==> config.mk <==
export PLATFORM = sky130hd
export DESIGN_NAME = alu_digit_serial_flat
export DESIGN_NICKNAME = d
export VERILOG_FILES = /design/src/rtl/alu_pkg.sv /design/src/rtl/alu_digit_serial_if.sv /design/src/rtl/alu_digit_slice.sv /design/src/rtl/alu_digit_serial.sv /design/src/flat_wrapper.sv
export SDC_FILE = /design/constraint.sdc
export NUM_CORES = 1
export LEC_CHECK = 0
export BUFFER_PORTS_ARGS = -buffer_cell sky130_fd_sc_hd__buf_2
export CAP_MARGIN = 20
export CELL_PAD_IN_SITES_DETAIL_PLACEMENT = 0
export CELL_PAD_IN_SITES_GLOBAL_PLACEMENT = 2
export CORE_MARGIN = 2
export CORE_UTILIZATION = 36
export CTS_BUF_LIST = sky130_fd_sc_hd__clkbuf_8
export DETAILED_ROUTE_END_ITERATION = 10
export PLACE_DENSITY_LB_ADDON = 0.2
export SYNTH_ARGS = -nofsm -noshare
export SYNTH_HDL_FRONTEND = slang
export SYNTH_SLANG_ARGS = --single-unit
==> constraint.sdc <==
create_clock -name clk -period 5.5 [get_ports clk]
set_input_delay 0 -clock clk [delete_from_list [all_inputs] [get_ports clk]]
set_output_delay 0 -clock clk [all_outputs]
set_load 0.02 [all_outputs]
==> src/rtl/alu_pkg.sv <==
// Shared encodings for the digit-serial ALU: op codes, flag bit positions, FSM states.
package alu_pkg;

  typedef enum logic [2:0] {
    OP_ADD   = 3'b000,
    OP_SUB   = 3'b001,
    OP_AND   = 3'b010,
    OP_OR    = 3'b011,
    OP_XOR   = 3'b100,
    OP_PASSA = 3'b101,
    OP_ADC   = 3'b110,
    OP_NOTB  = 3'b111
  } op_e;

  localparam int FLAG_N = 3;
  localparam int FLAG_Z = 2;
  localparam int FLAG_C = 1;
  localparam int FLAG_V = 0;

  typedef enum logic [1:0] {
    IDLE = 2'd0,
    RUN  = 2'd1,
    DONE = 2'd2
  } state_e;

  function automatic logic is_arith(op_e op);
    return (op == OP_ADD) || (op == OP_SUB) || (op == OP_ADC);
  endfunction

endpackage

==> src/rtl/alu_digit_serial_if.sv <==
// Operand/result handshake bundle for the digit-serial ALU.
interface alu_digit_serial_if #(parameter int WIDTH = 16);
  logic             in_valid;
  logic             in_ready;
  logic [2:0]       op;
  logic             a_en;
  logic [WIDTH-1:0] a;
  logic [WIDTH-1:0] b;
  logic             out_valid;
  logic             out_ready;
  logic [WIDTH-1:0] result;
  logic [3:0]       flags;

  modport master (
    output in_valid, op, a_en, a, b, out_ready,
    input  in_ready, out_valid, result, flags
  );

  modport slave (
    input  in_valid, op, a_en, a, b, out_ready,
    output in_ready, out_valid, result, flags
  );
endinterface

==> src/rtl/alu_digit_slice.sv <==
// One DIGIT-bit ripple slice: B-invert adder plus the bitwise ops, purely combinational.
module alu_digit_slice
  import alu_pkg::*;
#(
  parameter int DIGIT = 4
) (
  input  logic [DIGIT-1:0] a,
  input  logic [DIGIT-1:0] b,
  input  logic             binv,
  input  logic             cin,
  input  op_e              op,
  output logic [DIGIT-1:0] y,
  output logic             cout,
  output logic             cmsb
);

  logic [DIGIT-1:0] bx;
  logic [DIGIT:0]   sum;

  always_comb begin
    bx   = binv ? ~b : b;
    sum  = {1'b0, a} + {1'b0, bx} + {{DIGIT{1'b0}}, cin};
    cout = sum[DIGIT];
    // Carry into the top bit recovered from its sum bit: s = a ^ b ^ c.
    cmsb = sum[DIGIT-1] ^ a[DIGIT-1] ^ bx[DIGIT-1];
    case (op)
      OP_AND:   y = a & b;
      OP_OR:    y = a | b;
      OP_XOR:   y = a ^ b;
      OP_PASSA: y = a;
      OP_NOTB:  y = ~b;
      default:  y = sum[DIGIT-1:0];
    endcase
  end

endmodule

==> src/rtl/alu_digit_serial.sv <==
// Multi-cycle ALU: WIDTH-bit op processed DIGIT bits per clock, LSB digit first,
// with valid/ready on both sides, NZCV flags and a carry kept for add-with-carry.
module alu_digit_serial
  import alu_pkg::*;
#(
  parameter int WIDTH = 16,
  parameter int DIGIT = 4
) (
  input logic               clk,
  input logic               reset,
  alu_digit_serial_if.slave bus
);

  localparam int N  = WIDTH / DIGIT;
  localparam int CW = (N > 1) ? $clog2(N) : 1;

  if (DIGIT < 1 || DIGIT > WIDTH || (WIDTH % DIGIT) != 0) begin : g_bad_params
    $error("alu_digit_serial: WIDTH must be a multiple of DIGIT, with 1 <= DIGIT <= WIDTH");
  end

  state_e           state;
  logic [CW-1:0]    cnt;
  op_e              op_q;
  logic [WIDTH-1:0] a_q, b_q, res_q, res_nxt;
  logic             cy_q, c_q;
  logic [3:0]       flags_q, flags_nxt;
  logic             out_valid_q;
  logic             cin0, last, arith;
  int               idx;
  logic [DIGIT-1:0] a_d, b_d, y_d;
  logic             cout, cmsb;

  assign idx   = DIGIT * int'(cnt);
  assign a_d   = a_q[idx +: DIGIT];
  assign b_d   = b_q[idx +: DIGIT];
  assign last  = (cnt == CW'(N - 1));
  assign arith = is_arith(op_q);

  alu_digit_slice #(.DIGIT(DIGIT)) u_slice (
    .a    (a_d),
    .b    (b_d),
    .binv (op_q == OP_SUB),
    .cin  (cy_q),
    .op   (op_q),
    .y    (y_d),
    .cout (cout),
    .cmsb (cmsb)
  );

  // Carry into digit 0 is chosen at accept time from the incoming op.
  always_comb begin
    case (op_e'(bus.op))
      OP_SUB:  cin0 = 1'b1;
      OP_ADC:  cin0 = c_q;
      default: cin0 = 1'b0;
    endcase
  end

  // Flags see the full result including the digit being written this cycle.
  always_comb begin
    res_nxt               = res_q;
    res_nxt[idx +: DIGIT] = y_d;
    flags_nxt             = '0;
    flags_nxt[FLAG_N]     = res_nxt[WIDTH-1];
    flags_nxt[FLAG_Z]     = ~|res_nxt;
    flags_nxt[FLAG_C]     = arith & cout;
    flags_nxt[FLAG_V]     = arith & (cout ^ cmsb);
  end

  always_ff @(posedge clk) begin
    if (reset) begin
      state       <= IDLE;
      cnt         <= '0;
      op_q        <= OP_ADD;
      a_q         <= '0;
      b_q         <= '0;
      res_q       <= '0;
      cy_q        <= 1'b0;
      c_q         <= 1'b0;
      flags_q     <= '0;
      out_valid_q <= 1'b0;
    end else begin
      case (state)
        IDLE: begin
          if (bus.in_valid) begin
            op_q  <= op_e'(bus.op);
            a_q   <= bus.a_en ? bus.a : '0;
            b_q   <= bus.b;
            cy_q  <= cin0;
            cnt   <= '0;
            state <= RUN;
          end
        end
        RUN: begin
          res_q <= res_nxt;
          cy_q  <= cout;
          if (last) begin
            cnt         <= '0;
            flags_q     <= flags_nxt;
            c_q         <= flags_nxt[FLAG_C];
            out_valid_q <= 1'b1;
            state       <= DONE;
          end else begin
            cnt <= cnt + 1'b1;
          end
        end
        DONE: begin
          if (bus.out_ready) begin
            out_valid_q <= 1'b0;
            state       <= IDLE;
          end
        end
        default: state <= IDLE;
      endcase
    end
  end

  assign bus.in_ready  = (state == IDLE) & ~reset;
  assign bus.out_valid = out_valid_q;
  assign bus.result    = res_q;
  assign bus.flags     = flags_q;

endmodule

==> src/flat_wrapper.sv <==
// flat-port wrapper written by rule: the top's interface ports become plain ports
module alu_digit_serial_flat import alu_pkg::*;
#(
  parameter int WIDTH = 16,
  parameter int DIGIT = 4
)
  (clk, reset, bus_in_valid, bus_op, bus_a_en, bus_a, bus_b, bus_out_ready, bus_in_ready, bus_out_valid, bus_result, bus_flags);
  alu_digit_serial_if #(.WIDTH(WIDTH)) bus_i ();
  input logic clk;
  input logic reset;
  input wire logic [$bits(bus_i.in_valid)-1:0] bus_in_valid;
  input wire logic [$bits(bus_i.op)-1:0] bus_op;
  input wire logic [$bits(bus_i.a_en)-1:0] bus_a_en;
  input wire logic [$bits(bus_i.a)-1:0] bus_a;
  input wire logic [$bits(bus_i.b)-1:0] bus_b;
  input wire logic [$bits(bus_i.out_ready)-1:0] bus_out_ready;
  output wire logic [$bits(bus_i.in_ready)-1:0] bus_in_ready;
  output wire logic [$bits(bus_i.out_valid)-1:0] bus_out_valid;
  output wire logic [$bits(bus_i.result)-1:0] bus_result;
  output wire logic [$bits(bus_i.flags)-1:0] bus_flags;
  assign bus_i.in_valid = bus_in_valid;
  assign bus_i.op = bus_op;
  assign bus_i.a_en = bus_a_en;
  assign bus_i.a = bus_a;
  assign bus_i.b = bus_b;
  assign bus_i.out_ready = bus_out_ready;
  assign bus_in_ready = bus_i.in_ready;
  assign bus_out_valid = bus_i.out_valid;
  assign bus_result = bus_i.result;
  assign bus_flags = bus_i.flags;
  alu_digit_serial #(.WIDTH(WIDTH), .DIGIT(DIGIT)) u_core (.clk(clk), .reset(reset), .bus(bus_i));
endmodule
Word-level counts from Yosys, hierarchy flattened
Index checks and enable logic that the tools add are counted.
{"block": "op_classes", "shift": 4, "n_bitwise": 11, "mux": 17, "reduce_logical": 13, "n_addsub": 4, "n_eq_ne": 15}
{"cell": "negator 4 -> 33 bit", "n": 1}
{"cell": "variable shift 4 x 33 -> 16 bit (first input constant)", "n": 1}
{"cell": "indexed part select 4 x 33 -> 16 bit", "n": 1}
{"cell": "indexed part select 16 x 5 -> 4 bit", "n": 2}
{"cell": "one-hot mux 4 bit (5 select lines)", "n": 1}
{"cell": "bitwise mux 16 bit", "n": 1}
{"cell": "two-way mux 16 bit", "n": 1}
{"cell": "OR reduction 16 bit", "n": 1}
{"cell": "== test 3 bit (second input constant)", "n": 5}
{"cell": "two-way mux 2 bit", "n": 5}
{"cell": "== test 3 x 1 -> 1 bit (second input constant)", "n": 2}
{"cell": "== test 3 x 2 -> 1 bit (second input constant)", "n": 2}
{"cell": "one-hot mux 1 bit (2 select lines)", "n": 3}
{"cell": "one-hot mux 2 bit (3 select lines)", "n": 1}
{"cell": "AND reduction 2 bit", "n": 3}
{"cell": "AND reduction 3 bit", "n": 2}
{"cell": "adder 4 x 4 -> 5 bit", "n": 1}
{"cell": "adder 5 x 1 -> 5 bit", "n": 1}
{"cell": "bitwise AND 4 bit", "n": 1}
{"cell": "== test 2 bit (second input constant)", "n": 2}
{"cell": "two-way mux 4 bit", "n": 1}
{"cell": "inequality test 2 bit (second input constant)", "n": 2}
{"cell": "NOT 4 bit", "n": 1}
{"cell": "bitwise OR 4 bit", "n": 1}
{"cell": "14 further kinds", "n": 22}
{"block": "totals", "in_bits": 40, "ff_bits": 62, "output_inout_bits": 22, "wordCells": 74}

Depth between registers and ports, before layout
Gate-level depths: netlist of the first run.
{"block": "depth", "depth_word": 10, "depth_mapped": 14, "ltp_nobuf": 12}

Modules after synthesis
From an unflattened synthesis of the first run, not the netlist that was laid out.
{"block": "unflattened", "hier_cells": 390, "hier_area_um2": 3329.4}
{"mod": "alu_digit_serial", "instances": 1, "cells_per_inst": 312, "area_per_inst_um2": 2703.8, "seq_area_each_um2": 1221.2}
{"mod": "alu_digit_slice", "instances": 1, "cells_per_inst": 78, "area_per_inst_um2": 625.6, "seq_area_each_um2": 0.0}

Least setup slack after synthesis of the first run
OpenSTA, ideal clock, no wires.
{"block": "synth_timing", "path_type": "reg2reg", "from": "register u_core.cnt[1]", "to": "register u_core.flags_q[2] (netlist: u_core.bus.flags[2])", "t_required_ns": 5.416, "path_slack_ns": 1.755, "stages_incl_launch_ff": 14, "arrival_ns": 3.661, "setup_time_ns": 0.084, "period_less_slack_ns": 3.745, "path_buffers": 2, "cell_sequence": "dfxtp_1 -> clkbuf_1 -> buf_1 -> inv_1 -> mux2i_1 -> xor2_1 -> fa_1 -> fa_1 -> mux2_2 -> a32oi_1 -> o22ai_1 -> a211o_1 -> a221o_1 -> o31ai_2"}
{"block": "synth_via", "elab_chain_len": 10, "elab_cells_between_ends": 18, "cone_classes": "add/sub (3); eq/ne (1); shift (4); mux (3); bitwise (4); reduce/logical (3)"}
{"element": "from (decl)", "line_no": "alu_digit_serial.sv:22", "rtl": "logic [CW-1:0] cnt;"}
{"element": "from (signal assigned)", "line_no": "alu_digit_serial.sv:104", "rtl": "cnt <= cnt + 1'b1;"}
{"element": "indexed part select 16 x 5 -> 4 bit", "line_no": "alu_digit_serial.sv:35", "rtl": "assign b_d = b_q[idx +: DIGIT];"}
{"element": "NOT 4 bit", "line_no": "alu_digit_slice.sv:21, alu_digit_slice.sv:31"}
{"element": "two-way mux 4 bit", "line_no": "alu_digit_slice.sv:21", "rtl": "bx = binv ? ~b : b;"}
{"element": "adder 4 x 4 -> 5 bit", "line_no": "alu_digit_slice.sv:22", "rtl": "sum = {1'b0, a} + {1'b0, bx} + {{DIGIT{1'b0}}, cin};"}
{"element": "adder 5 x 1 -> 5 bit", "line_no": "alu_digit_slice.sv:22"}
{"element": "one-hot mux 4 bit (5 select lines)", "line_no": "alu_digit_slice.sv:26", "rtl": "case (op)"}
{"element": "indexed part select 4 x 33 -> 16 bit", "line_no": "alu_digit_serial.sv:62", "rtl": "res_nxt[idx +: DIGIT] = y_d;"}
{"element": "bitwise mux 16 bit", "line_no": "alu_digit_serial.sv:62"}
{"element": "OR reduction 16 bit", "line_no": "alu_digit_serial.sv:65", "rtl": "flags_nxt[FLAG_Z] = ~|res_nxt;"}
{"element": "zero test 1 bit", "line_no": "alu_digit_serial.sv:65"}
{"element": "to (signal assigned)", "line_no": "alu_digit_serial.sv:99", "rtl": "flags_q <= flags_nxt;"}
{"element": "to (decl)", "line_no": "alu_digit_serial.sv:26", "rtl": "logic [3:0] flags_q, flags_nxt;"}
Several ways; a longest one is shown, not always the timed one.
A chain may end at the register's enable or synchronous reset.

Worst setup path after layout of the first run
Same ends and word-level chain as after synthesis.

==> impl_metrics.py, run 1 <==
metrics = {
    "worst_setup_path": {
        "worstSetupPathType": "reg -> reg",
        "r2r_slack_ps": 1540,
        "timing.rr.end": "u_core.bus.flags[2]",
        "r2r_cells": 11,
        "worstPathArrival_ps": 4220,
        "r2r_start": "u_core.cnt[1]",
        "path_max_fanout": 21,
        "start_kind": "flop",
        "cp.required_ps": 5770,
        "end_kind": "flop",
    },
    "status": {
        "status": "complete, no violations",
    },
    "clock_network": {
        "cts_tree": "done",
        "cts-root-buf": "clkbuf_8",
        "path_clk_slew_ps": 80,
        "post_cts_buffers": 0,
        "clk_latency_ps": 340,
        "cts_sinks": 61,
        "cts_htree_levels": 3,
        "cts_buffers": 9,
        "clockBufferDepth": 2,
    },
    "pwr": {
        "ir_drop_mv": 0.145,
        "finalPower_mw": 1.08,
        "cellPowerDensity_nw_per_um2": 252,
        "p_leak_nw": 1.81,
    },
    "timing": {
        "max_freq_ghz": 0.253,
        "fin_crit_sh_pct": 72.0,
        "tightestPinTransition_ps": 763,
        "worst_slack_ps": 1540,
        "holdWs_ps": 59.5,
        "rsz0062_at_grt": "false",
        "fin_skew_ps": 10.7,
        "min_period_ps": 3960,
        "report.final.slew_viol_count": 0,
        "tns_ps": 0,
        "slew-limit-headroom_pct": 48.4,
        "final_hold_viol_count": 0,
        "setup_viol": 0,
    },
    "cells_and_area": {
        "mostFrequentLayoutCells": "nand2_1, buf_2, dfxtp_1",
        "fin_nets": 558,
        "drive_gt1_share_pct": 19.3,
        "antenna_cells": 0,
        "final_common_cell": "nand2_1",
        "syn_to_final_growth_pct": 26.0,
    },
    "synthesis": {
        "syn_inst": 415,
        "ys_ff_latch": 61,
        "netlist_area_sq_um": 3400,
        "async_reset_ff_share_pct": 0,
        "synth.area.top_cells": "dfxtp_1, nand2_1, a21oi_1, ha_1, a22oi_1",
        "synthFlopType": "dfxtp_1",
        "yosysTopAreaCellShare_pct": 35.9,
        "ys_seq_area_share_pct": 35.9,
        "yosysWarningCount": 0,
        "yosysUniqueCellTypes": 58,
        "syn-num-nets": 475,
        "synth_edf_count": 0,
        "synth_area_per_cell_sq_um": 8.19,
        "yosysTopAreaCell": "dfxtp_1",
    },
    "global_routing": {
        "grt_util_all_layers_pct": 19.2,
        "antenna_found_initial": 0,
        "grt_pass1_wl_um": 15200,
        "grt_max_degree": 64,
        "grt_pass1_vias": 3033,
        "grt_overflow": 0,
    },
    "drt": {
        "ant_nets": 0,
        "drt_iter0_markers": 135,
        "viasPerCell": 5.27,
        "routed_wl_um": 9440,
        "wl_per_cell_um": 15.4,
        "dr.pass1.iters": 6,
        "post-route-drc-count": 0,
        "vias": 3234,
    },
    "floorplanning": {
        "start_util_pct": 37.0,
        "core_area_sq_um": 9200,
        "dieArea_sq_um": 10200,
        "io_pins": 62,
        "rows": 35,
        "die-width_um": 101,
        "die_h_um": 101,
    },
    "place": {
        "hpwl_um": 6420,
        "place_ws_ps": 1610,
        "io_buffers": 61,
        "gp_congestion": 0.829,
    },
    "min_path": {
        "worstHoldPathType": "in -> reg",
        "min_from": "bus_a_en",
        "min_delay_path_depth": 3,
        "min_to": "u_core.a_q[13]",
    },
    "job": {
        "maxCapViolCount": 0,
    },
}
-- report_power, final --
part	total (mW)	leakage (nW)	switching (mW)	internal (mW)
Combinational	0.235	1.23	0.128	0.108
Sequential	0.478	0.497	0.0194	0.459
Clock	0.365	0.0857	0.191	0.174
-- state kept, by name, summed over array words and instances (netlist names) --
name / count
u_core.a_q: 16
u_core.b_q: 16
u_core.bus.result: 16
u_core.bus.flags: 4
u_core.op_q: 3
u_core.cnt: 2
u_core.state: 2
u_core.bus.out_valid: 1
u_core.cy_q: 1
-- stage by stage --
stage | utilization, % | cells | cell area [sq um]
6_report | 46.6 | 614 | 4280
5_1_grt | 46.6 | 614 | 4280
4_1_cts | 46.6 | 614 | 4280
3_5_place_dp | 40.6 | 561 | 3730
3_3_place_gp | 40.6 | 561 | 3730
2_1_floorplan | - | 415 | 3400
-- routing by layer --
layer / vias up / wire [um] / GRT usage (%)
met3: 11 / 353 / 4.28
met1: 1510 / 4370 / 24.7
met5: - / 0 / 0
li1: 1637 / - / -
met4: 0 / 142 / 7.07
met2: 76 / 4570 / 31.6
-- worst max-delay path, cell delays in order (launching register included) --
cell and delay (ps):
dfxtp_1 750, inv_1 270, mux2i_1 350, xor2_1 140
fa_1 490, fa_1 480, mux2_2 290, a32oi_1 160
o22ai_1 110, a211o_1 290, a221o_1 320, o31ai_2 220
-- how the worst max path moves through the flow --
stage                  startpoint             endpoint  slack [ps]  cells past startpoint
CTS                 u_core.cnt[1]  u_core.bus.flags[2]        1590                     11
floorplan           u_core.cnt[1]  u_core.bus.flags[2]        1750                     13
global placement    u_core.cnt[1]  u_core.bus.flags[2]        1680                     11
detailed placement  u_core.cnt[1]  u_core.bus.flags[2]        1610                     11
finish              u_core.cnt[1]  u_core.bus.flags[2]        1540                     11
global route        u_core.cnt[1]  u_core.bus.flags[2]        1300                     11
-- final cells by class --
cell class	instances	area, sq um
fill	946	4910
multi-input combinational	314	2000
sequential	61	1220
timing repair buffer	101	698
tap	111	139
clock buffer	10	138
inverter	11	41.3
clock inverter	6	40.0
-- cell usage after synthesis, drive strengths merged (3+ instances only) --
cell type  number
nand2          72
dfxtp          61
a21oi          48
nor2           27
clkbuf         21
nand3          20
ha             18
a22oi          16
inv            11
mux2i          11
nor3            9
buf             8
o21ai           8
nand2b          7
mux2            6
and2            5
o22ai           5
nand3b          4
nor2b           4
nor4            4
or2             4
xor2            4
a221o           3
a31oi           3
nor4b           3
-- cells by family after synthesis --
| family | count (synthesis) | share of synthesized area (%) |
|---|---|---|
| multiplexers | 18 | 6.00 |
| AO/OA/AOI/OAI | 101 | 19.1 |
| XOR/XNOR | 7 | 2.61 |
| buffers and inverters | 40 | 5.15 |
| flip-flops | 61 | 35.9 |
| adder cells (fa/ha/maj) | 20 | 7.81 |
| AND/OR/NAND/NOR | 168 | 23.4 |
-- repair_timing --
item                                    in CTS  in global routing
endpoints found under the setup margin       0                  0
hold buffers                                37                  0
endpoints found under the hold margin       38                  0
gates resized for setup                      0                  0
(Power assumes the default switching activity.)
==> run 2: changes to the inputs <==
Settings changed: CORE_UTILIZATION 36 to 34.
Clock period 5.5 ns to 3.84 ns, I/O delays scaled along.
==> impl_metrics.py, run 2 (same netlist as run 1, synthesis figures left out) <==
metrics = {
    "cells_and_area": {
        "regArea_sq_um": 1220,
        "final_common_cell": "nand2_1",
        "nFillCells": 1047,
        "mostFrequentLayoutCells": "nand2_1, buf_2, dfxtp_1",
        "drive_gt1_share_pct": 20.6,
        "syn_to_final_growth_pct": 30.5,
        "fin_nets": 564,
        "stdcell_area_sq_um": 4440,
        "antenna_cells": 0,
        "fin_util_pct": 45.6,
        "multiInputGateArea_sq_um": 2000,
    },
    "timing": {
        "slew-limit-headroom_pct": 43.9,
        "report.final.slew_viol_count": 0,
        "final_hold_viol_count": 0,
        "fin_skew_ps": 10.6,
        "tightestPinTransition_ps": 830,
        "min_period_ps": 3530,
        "tns_ps": 0,
        "fin_crit_sh_pct": 92.0,
        "max_freq_ghz": 0.283,
        "rsz0062_at_grt": "false",
        "setup_viol": 0,
    },
    "drt": {
        "top_layer": "met4",
        "vias": 3177,
        "ant_nets": 0,
        "post-route-drc-count": 0,
        "viasPerCell": 4.95,
        "drt_iter0_markers": 128,
        "wl_met3_um": 309,
        "wl_met1_um": 4270,
        "routed_wl_um": 9290,
        "dr.pass1.iters": 4,
        "met2_length_um": 4590,
        "wl_per_cell_um": 14.5,
    },
    "global_routing": {
        "grt_util_all_layers_pct": 17.3,
        "antenna_found_initial": 0,
        "grt_overflow": 0,
        "grt_pass1_vias": 3069,
        "grt_pass1_wl_um": 15200,
        "grt_max_degree": 41,
    },
    "clock_network": {
        "clk_latency_ps": 330,
        "post_cts_buffers": 0,
        "cts_buffers": 9,
        "cts_sinks": 61,
        "clockBufferDepth": 2,
        "cts_htree_levels": 3,
        "path_clk_slew_ps": 80,
        "cts_tree": "done",
        "cts-root-buf": "clkbuf_8",
    },
    "floorplanning": {
        "io_pins": 62,
        "core_area_sq_um": 9730,
        "dieArea_sq_um": 10800,
        "rows": 36,
        "die_h_um": 104,
        "die-width_um": 104,
        "start_util_pct": 34.9,
    },
    "status": {
        "status": "complete, no violations",
    },
    "worst_setup_path": {
        "start_kind": "flop",
        "end_kind": "flop",
        "path_max_fanout": 6,
        "cp.required_ps": 4100,
        "r2r_slack_ps": 310,
        "cpMostUsedCell": "fa_1",
        "worstPathArrival_ps": 3790,
        "crit_path_cell_trace": "buf_4 -> mux2i_1 -> nand2_1 -> o21ai_0 -> inv_1 -> fa_1 -> fa_1 -> mux2_2 -> a32oi_1 -> o22ai_1 -> a211o_1 -> a221o_1 -> o31ai_2",
        "cp_slowest_cell": "fa_1",
        "worstSetupPathType": "reg -> reg",
        "slowest_delay_ps": 480,
    },
    "min_path": {
        "worstHoldPathType": "in -> reg",
    },
    "pwr": {
        "ir_drop_mv": 0.163,
        "p_leak_nw": 1.88,
        "cellPowerDensity_nw_per_um2": 397,
        "finalPower_mw": 1.76,
    },
    "place": {
        "gp_congestion": 0.840,
        "dpl_cell_area_sq_um": 3810,
        "hpwl_um": 6560,
        "io_buffers": 61,
    },
    "job": {
        "maxCapViolCount": 0,
    },
}
run 2: path summary, 6_finish.rpt:
kind / from / endpoint / cells after the start
setup / recovery: u_core.cnt[0] / u_core.bus.flags[2] / 13
hold / removal: bus_a_en / u_core.a_q[14] / 3
setup reg to reg: u_core.cnt[0] / u_core.bus.flags[2] / 13
hold reg to reg: u_core.a_q[1] / u_core.a_q[1] / 2
run 2: critical path, delay by kind of cell (launching register included):
family | cells | cell delay (ps)
AO/OA/AOI/OAI | 6 | 1210
multiplexers | 2 | 530
AND/OR/NAND/NOR | 1 | 80
adder cells (fa/ha/maj) | 2 | 930
buffers and inverters | 2 | 320
flip-flops | 1 | 390
run 2: through the flow:
| stage | hold slack, ps | cells | setup slack (ps) |
|---|---|---|---|
| 6_report | 61.9 | 642 | 309 |
| 5_1_grt | 62.7 | 642 | 83.7 |
| 4_1_cts | 46.1 | 642 | 209 |
| 3_5_place_dp | 245 | 589 | 231 |
| 3_3_place_gp | 243 | 589 | 331 |
| 2_1_floorplan | 136 | 415 | 95.0 |
run 2: cell type report:
| class | instances | share of cell area, % |
|---|---|---|
| multi-input combinational | 314 | 45.2 |
| clock buffer | 11 | 3.41 |
| clock inverter | 5 | 2.40 |
| inverter | 11 | 0.931 |
| tap | 133 | 3.75 |
| sequential | 61 | 27.6 |
| timing repair buffer | 107 | 16.8 |
run 2: timing repair:
action                                  4_1_cts  5_1_grt
hold buffers                                 37        0
resized for setup                             0        1
hold endpoints to repair                     38        0
endpoints found under the setup margin        0        1
run 2: metal layers:
metal / global-route usage (%) / up-vias
met5: 0 / -
met2: 29.9 / 61
met4: 5.79 / 0
met1: 21.7 / 1475
met3: 2.94 / 10
li1: - / 1631
run 2: where the power goes:
| group | internal [mW] | switching [mW] | leakage [nW] | total [mW] |
|---|---|---|---|---|
| logic | 0.161 | 0.190 | 1.26 | 0.351 |
| registers | 0.657 | 0.0175 | 0.497 | 0.674 |
| clock network | 0.468 | 0.268 | 0.126 | 0.736 |
| total | 1.29 | 0.475 | 1.88 | 1.76 |
==> run 3: changes to the inputs <==
Settings changed: CELL_PAD_IN_SITES_GLOBAL_PLACEMENT 2 to 1, CORE_UTILIZATION 34 to 43.
==> impl_metrics.py, run 3 (same netlist as run 1, synthesis figures left out) <==
metrics = {
    "clock_network": {
        "path_clk_slew_ps": 70,
        "clockBufferDepth": 2,
        "clk_latency_ps": 340,
        "cts_buffers": 9,
        "cts_tree": "done",
        "cts-root-buf": "clkbuf_8",
        "cts_sinks": 61,
        "cts_htree_levels": 3,
    },
    "worst_setup_path": {
        "slowest_delay_ps": 490,
        "cp.required_ps": 4100,
        "start_kind": "flop",
        "r2r_slack_ps": 230,
        "path_max_fanout": 8,
        "crit_path_cell_trace": "mux2i_1 -> mux2i_1 -> xor2_1 -> fa_1 -> fa_1 -> mux2_2 -> a32oi_1 -> o22ai_1 -> a211o_1 -> a221o_1 -> o31ai_2",
        "cp_slowest_cell": "fa_1",
        "worstPathArrival_ps": 3870,
        "end_kind": "flop",
        "worstSetupPathType": "reg -> reg",
    },
    "drt": {
        "drt_iter0_markers": 125,
        "post-route-drc-count": 0,
        "viasPerCell": 5.26,
        "vias": 3209,
        "dr.pass1.iters": 4,
        "wl_per_cell_um": 14.3,
        "ant_nets": 0,
        "routed_wl_um": 8730,
    },
    "pwr": {
        "finalPower_mw": 1.65,
        "ir_drop_mv": 0.175,
        "cellPowerDensity_nw_per_um2": 379,
        "p_leak_nw": 1.87,
    },
    "timing": {
        "max_freq_ghz": 0.277,
        "tns_ps": 0,
        "fin_crit_sh_pct": 93.9,
        "worst_slack_ps": 233,
        "rsz0062_at_grt": "false",
        "slew-limit-headroom_pct": 45.6,
        "fin_skew_ps": 6.75,
        "min_period_ps": 3610,
        "report.final.slew_viol_count": 0,
        "final_hold_viol_count": 0,
        "setup_viol": 0,
        "tightestPinTransition_ps": 815,
    },
    "cells_and_area": {
        "instances_no_fill": 610,
        "antenna_cells": 0,
        "stdcell_area_sq_um": 4350,
        "mostFrequentLayoutCells": "nand2_1, buf_2, dfxtp_1",
        "final_common_cell": "nand2_1",
        "syn_to_final_growth_pct": 28.1,
        "fin_nets": 564,
        "drive_gt1_share_pct": 20.5,
    },
    "place": {
        "hpwl_um": 6100,
        "gp_congestion": 0.847,
        "dp.cells": 558,
        "place_ws_ps": 161,
        "io_buffers": 61,
        "dpl_cell_area_sq_um": 3770,
    },
    "floorplanning": {
        "start_util_pct": 44.2,
        "dieArea_sq_um": 8630,
        "die-width_um": 92.9,
        "core_area_sq_um": 7690,
        "rows": 32,
        "io_pins": 62,
        "die_h_um": 92.9,
    },
    "min_path": {
        "worstHoldPathType": "in -> reg",
    },
    "status": {
        "status": "complete, no violations",
    },
    "global_routing": {
        "grt_max_degree": 41,
        "antenna_found_initial": 0,
        "grt_pass1_wl_um": 14700,
        "grt_pass1_vias": 3001,
        "grt_util_all_layers_pct": 21.4,
        "grt_overflow": 0,
    },
    "job": {
        "maxCapViolCount": 0,
    },
}
## run 3: stage by stage
step                      utilization (%)  hold WS (ps)
after floorplan                         -           136
after global placement               49.0           243
after detailed placement             49.0           249
after CTS                            56.6          36.7
after global routing                 56.6          56.3
final                                56.6          53.9
## run 3: final cells by class
type                    instances  area [sq um]
fillers                       740          3340
inverters                      11          41.3
repair buffers                107           743
clock inverters                 5          75.1
flip-flops and latches         61          1220
multi-input cells             314          2000
well taps                     102           128
clock buffers                  10           138
## run 3: report_power, final
part | total, mW | leakage, nW | switching, mW | internal (mW)
Sequential | 0.674 | 0.497 | 0.0165 | 0.657
Combinational | 0.346 | 1.26 | 0.188 | 0.158
Clock | 0.630 | 0.112 | 0.254 | 0.376
## run 3: per-layer routing
layer  up-vias  GRT usage [%]  wire length [um]
met5         -              0                 0
met4         0           6.86               115
met3        14           4.96               413
met2        69           32.3              3900
met1      1486           30.3              4300
li1       1640              -                 -
## run 3: path summary, 6_finish.rpt
path / start / end / cells past startpoint
max: u_core.cnt[0] / u_core.bus.flags[2] / 11
min: bus_a_en / u_core.a_q[1] / 3
max reg2reg: u_core.cnt[0] / u_core.bus.flags[2] / 11
min reg2reg: u_core.a_q[1] / u_core.a_q[1] / 2
## run 3: repair_timing
item                                    CTS  global route
gates resized for setup                   0             1
buffers inserted                          0             0
endpoints found under the setup margin    0             1
endpoints found under the hold margin    38             0
hold buffers                             37             0
## run 3: critical path: cells and delay by family (launching register included)
kind                     cells  cell delay, ps
AO/OA/AOI/OAI                5            1100
adder cells (fa/ha/maj)      2             970
multiplexers                 3             790
flip-flops                   1             450
XOR/XNOR                     1             210
